--- src/rtl/bin2gray_counter.sv ---
// Up/down binary counter with synchronous load that also publishes a registered
// reflected-Gray copy of its count, plus a one-cycle wrap flag.
module bin2gray_counter #(
    parameter int               WIDTH   = 4,
    parameter logic [WIDTH-1:0] RST_VAL = '0
) (
    input  logic             clk,
    input  logic             rst_n,
    input  logic             en,
    input  logic             up,
    input  logic             load,
    input  logic [WIDTH-1:0] load_bin,
    output logic [WIDTH-1:0] bin_q,
    output logic [WIDTH-1:0] gray_q,
    output logic             wrap
);

    localparam logic [WIDTH-1:0] ONE      = {{(WIDTH-1){1'b0}}, 1'b1};
    localparam logic [WIDTH-1:0] ALL_ONES = '1;
    localparam logic [WIDTH-1:0] RST_GRAY = RST_VAL ^ (RST_VAL >> 1);

    logic [WIDTH-1:0] bin_reg;
    logic [WIDTH-1:0] bin_next;
    logic [WIDTH-1:0] gray_reg;
    logic [WIDTH-1:0] gray_next;
    logic             wrap_reg;
    logic             wrap_next;

    always_comb begin
        bin_next  = bin_reg;
        wrap_next = 1'b0;
        if (load) begin
            bin_next = load_bin;
        end else if (en) begin
            if (up) begin
                bin_next  = bin_reg + ONE;
                wrap_next = (bin_reg == ALL_ONES);
            end else begin
                bin_next  = bin_reg - ONE;
                wrap_next = (bin_reg == '0);
            end
        end
    end

    // Gray is encoded from the next binary value so both registers update on the same edge.
    for (genvar gi = 0; gi < WIDTH; gi++) begin : g_encode
        if (gi == WIDTH - 1) begin : g_msb
            assign gray_next[gi] = bin_next[gi];
        end else begin : g_lsb
            assign gray_next[gi] = bin_next[gi] ^ bin_next[gi+1];
        end
    end

    always_ff @(posedge clk) begin
        if (!rst_n) begin
            bin_reg  <= RST_VAL;
            gray_reg <= RST_GRAY;
            wrap_reg <= 1'b0;
        end else begin
            bin_reg  <= bin_next;
            gray_reg <= gray_next;
            wrap_reg <= wrap_next;
        end
    end

    assign bin_q  = bin_reg;
    assign gray_q = gray_reg;
    assign wrap   = wrap_reg;

endmodule
--- config.mk ---
export PLATFORM = sky130hd
export DESIGN_NAME = bin2gray_counter
export DESIGN_NICKNAME = d
export VERILOG_FILES = /design/src/rtl/bin2gray_counter.sv
export SDC_FILE = /design/constraint.sdc
export NUM_CORES = 1
export LEC_CHECK = 0
export BUFFER_PORTS_ARGS = -buffer_cell sky130_fd_sc_hd__buf_4
export CAP_MARGIN = 15
export CELL_PAD_IN_SITES_DETAIL_PLACEMENT = 0
export CELL_PAD_IN_SITES_GLOBAL_PLACEMENT = 2
export CORE_ASPECT_RATIO = 0.8
export CORE_MARGIN = 2
export CORE_UTILIZATION = 26
export CTS_CLUSTER_SIZE = 30
export DETAILED_ROUTE_END_ITERATION = 10
export PLACE_DENSITY_LB_ADDON = 0.1
export REMOVE_ABC_BUFFERS = 1
export SLEW_MARGIN = 20
export SYNTH_ARGS = -nofsm -noshare
export SYNTH_HDL_FRONTEND = slang
export SYNTH_SLANG_ARGS = --single-unit
--- constraint.sdc ---
create_clock -name clk -period 2.35 [get_ports clk]
set_input_delay 0.705 -clock clk [delete_from_list [all_inputs] [get_ports clk]]
set_output_delay 0.705 -clock clk [all_outputs]
set_load 0.02 [all_outputs]
# After elaboration in Yosys (flattened, before gate mapping)
# Index checks and enable logic that the tools add are counted.
[word_totals]
output_inout_bits = 9
regBits = 9
wordCells = 17
input_bits = 9
[classes]
muxes = 4
reduce_logical = 2
n_addsub = 2
eq_ne = 1
n_bitwise = 5
[ops]
columns = ["cell", "count"]
rows = [
  ["two-way mux 4 bit", 3],
  ["adder 4 x 1 -> 4 bit, second input constant", 1],
  ["equality test 4 bit, second input constant", 1],
  ["zero test 4 bit", 1],
  ["subtractor 4 x 1 -> 4 bit, second input constant", 1],
  ["OR reduction 3 bit", 1],
  ["bitwise XOR 1 bit", 3],
  ["NOT 1 bit", 2],
  ["two-way mux 1 bit", 1],
]

# Logic depth before layout (Yosys ltp)
[depth]
word_depth = 5
mapped_depth = 6
depth_no_buf = 6

# Least setup slack after synthesis
# OpenSTA, ideal clock, no wires.
[synth_path]
kind = "input to register"
start = "input port up"
end = "register gray_reg[2], in the netlist gray_q[2]"
stages = 6
t_required_ns = 2.229
arrival_time_ns = 2.010
setup_slack_ns = 0.218
setup_ns = 0.121
n_path_buf = 0
cell_sequence = "inv_1 > fa_1 > xnor2_1 > a211oi_1 > nor3_1 > mux2_4"
[synth_via]
elab_chain_len = 4
[synth_rtl]
columns = ["element", "line", "text"]
rows = [
  ["from (decl)", "10", "input logic up,"],
  ["two-way mux 4 bit", "35", "if (up) begin"],
  ["two-way mux 4 bit", "34", "end else if (en) begin"],
  ["two-way mux 4 bit", "32", "if (load) begin"],
  ["bitwise XOR 1 bit", "50", "assign gray_next[gi] = bin_next[gi] ^ bin_next[gi+1];"],
  ["to (signal assigned)", "61", "gray_reg <= gray_next;"],
  ["to (decl)", "24", "logic [WIDTH-1:0] gray_reg;"],
]
# No other way between the ends.
# A chain may end at the register's enable or synchronous reset.

# Worst setup path after layout
[layout_path]
start = "input port up"
end = "register gray_reg[1], in the netlist gray_q[1]"
# The elaborated chain is that of the path after synthesis.

==> flow_summary.ini <==
[critical_path]
critical_path_required_ns = 2.53
rr_endpoint = gray_q[1]
worstPathBufferInverterCount = 3
crit_path_top_delay_cell = fa_1
cp-endpoint = gray_q[1]
crit_family = adder cells
path_class = in2reg
r2r-start = bin_q[0]
path_depth = 8
slowest_delay_ns = 0.55
critPathLaunchType = input pin
crit_top_cell = buf_4
cp_cell_sequence = buf_4 -> inv_1 -> fa_1 -> mux2_2 -> mux2i_1 -> buf_4 -> or3_1 -> a21oi_1
critPathCaptureType = flop
path_max_fanout = 4
rr_worst_depth = 6
rrSetupSlack_ns = 0.56
crit_path_start = up
cp_data_arrival_time_ns = 2.21

[timing]
fin_worst_skew_ns = 0.00354
rsz0062_at_grt = false
finalSetupTns_ns = 0
setup_viol = 0
worst-slew-pin-transition_ns = 0.292
finalCritPeriodShare = 0.862
hold_ws_ns = 0.676
slew_viol_final = 0
hold_viol = 0
clock.fmax_mhz = 494
relSlewSlack = 0.805
post-route-min-period_ns = 2.02

[cts]
cts_hold_buf = 0
worstSkewPairLatency_ns = 0.25
ctsResizeCount = 0
postCtsSetupRepairBufs = 0
cts_sinks = 8
clk_path_buf_depth = 2
cts_tree = done
htreeDepth = 1
cts_buffers = 3
cts_root_buf = clkbuf_4
path_clk_slew_ns = 0.05

[synthesis]
ys_ff_latch = 8
netlist_area_um2 = 490
ys_warn_count = 0
synth_seq_area_share = 0.327
syn-mean-instance-area_um2 = 9.25
synth.distinct_cells = 33
synthCells = 53

[power]
power_density_nw_per_um2 = 584
power.leakage_nw = 0.324
ir_drop_uv = 175

[outcome]
outcome = finished clean

[detailed_routing]
wl_per_cell_um = 11.9
drtAntennaViolNets = 0
wl_mm = 1.18
avgViaCountPerCell = 4.77
drc = 0
vias = 472
dr.pass1.iters = 4
drt_iter0_markers = 14

[grt]
grt_usage = 0.127
grt_max_degree = 11
grt-ovfl-total = 0
antenna_found_initial = 0
grt_first_pass_wirelength_mm = 2.05
grt_pass1_vias = 440

[final_layout]
syn_to_final_growth_pct = 40.6
largest_reg_flops = 4
register_area_um2 = 160
final_net_count = 89
drive_gt1_frac = 0.373
multi_input_area_um2 = 304
n_antenna_cell = 0
fill_cells = 199
post-route-util = 0.378

[die]
die_w_um = 52.6
die_h_um = 42.8
core_area_um2 = 1820
die_area_um2 = 2250
ios = 18
initial_core_util = 0.269
rows = 14

[job]
maxCapViolCount = 0

[placement]
gp_congestion = 0.785
io_buffers = 17

[worst_hold_path]
hold_class = reg2reg
report_power, final:
part	total (mW)	switching, mW	internal, mW
Combinational	0.136	0.0652	0.0705
Clock	0.103	0.0451	0.0583
Sequential	0.163	0.0137	0.150
how the worst min path moves through the flow:
stage | from | endpoint | depth (start not counted)
after global routing | rst_n | wrap | 3
final | bin_q[2] | wrap | 4
after global placement | bin_q[2] | wrap | 4
after CTS | bin_q[2] | wrap | 4
after detailed placement | bin_q[2] | wrap | 4
after floorplan | bin_q[2] | wrap | 4
cell usage after synthesis:
master | n | area share
clkbuf_1 | 1 | 0.0076
inv_1 | 2 | 0.015
ha_1 | 2 | 0.051
a21o_1 | 1 | 0.015
dfxtp_1 | 8 | 0.33
buf_4 | 2 | 0.031
a21oi_1 | 3 | 0.031
xor2_1 | 1 | 0.018
and2_1 | 1 | 0.013
nor4bb_1 | 1 | 0.020
mux2i_1 | 2 | 0.041
or3_1 | 1 | 0.013
nand3_1 | 1 | 0.010
fa_1 | 1 | 0.041
a22oi_1 | 1 | 0.015
nand3b_1 | 1 | 0.015
nor4_1 | 1 | 0.013
mux2_2 | 1 | 0.023
nor3_1 | 2 | 0.020
xnor2_1 | 2 | 0.036
mux2_4 | 1 | 0.031
o21a_1 | 1 | 0.015
nor3b_1 | 1 | 0.015
nand4_1 | 1 | 0.013
or4b_1 | 1 | 0.020
nand3_2 | 1 | 0.020
o2bb2ai_1 | 1 | 0.018
a211oi_1 | 1 | 0.015
nor2_1 | 6 | 0.046
o21ai_0 | 1 | 0.010
a31oi_1 | 1 | 0.013
a221o_1 | 1 | 0.020
nand2_1 | 1 | 0.0076
worst min-delay path, delay by kind of cell, from the launching register on:
kind,cells,cell delay (ns)
and+or+nand+nor,3,0.18
DFF,1,0.35
AOI/OAI and AO/OA,1,0.11
layer usage:
metal	wire length, µm	vias up	global-route usage	share of wire
met3	68	2	0.0493	0.058
met4	14	0	0.0615	0.012
met2	492	14	0.160	0.42
li1	-	244	-	-
met5	0	-	0	0
met1	601	212	0.183	0.51
cells by family after synthesis:
family | after synthesis | synth area share
and+or+nand+nor | 19 | 0.227
AOI/OAI and AO/OA | 11 | 0.153
DFF | 8 | 0.327
buffers and inverters | 5 | 0.0536
muxes | 4 | 0.0944
xor gates and xnor gates | 3 | 0.0536
adders and majority gates | 3 | 0.0918
layout make-up:
| class | count | area share |
|---|---|---|
| multi-input cells | 40 | 0.441 |
| repair buffers | 22 | 0.240 |
| flip-flops and latches | 8 | 0.232 |
| well taps | 24 | 0.0436 |
| clock buffers | 3 | 0.0327 |
| inverters | 2 | 0.0109 |
cell usage in the layout (no fill, tap or decap), drive strengths merged, types with 2 or more instances in the layout:
master and count:
xnor2 2, buf 22, ha 2, clkbuf 3
nor2 6, nor3 2, dfxtp 8, mux2 2
nand3 2, inv 2, mux2i 2, a21oi 3
per-stage QoR:
step           instance area, µm²  setup slack, ns  cells  total power, mW
3_5_place_dp                  667           0.0712     96            0.302
6_report                      689            0.325     99            0.402
4_1_cts                       689            0.322     99            0.409
2_1_floorplan                 472            0.218     50            0.241
5_1_grt                       689            0.221     99            0.435
3_3_place_gp                  667           0.0575     96            0.305
No activity file was read; power rests on OpenSTA's default activity.
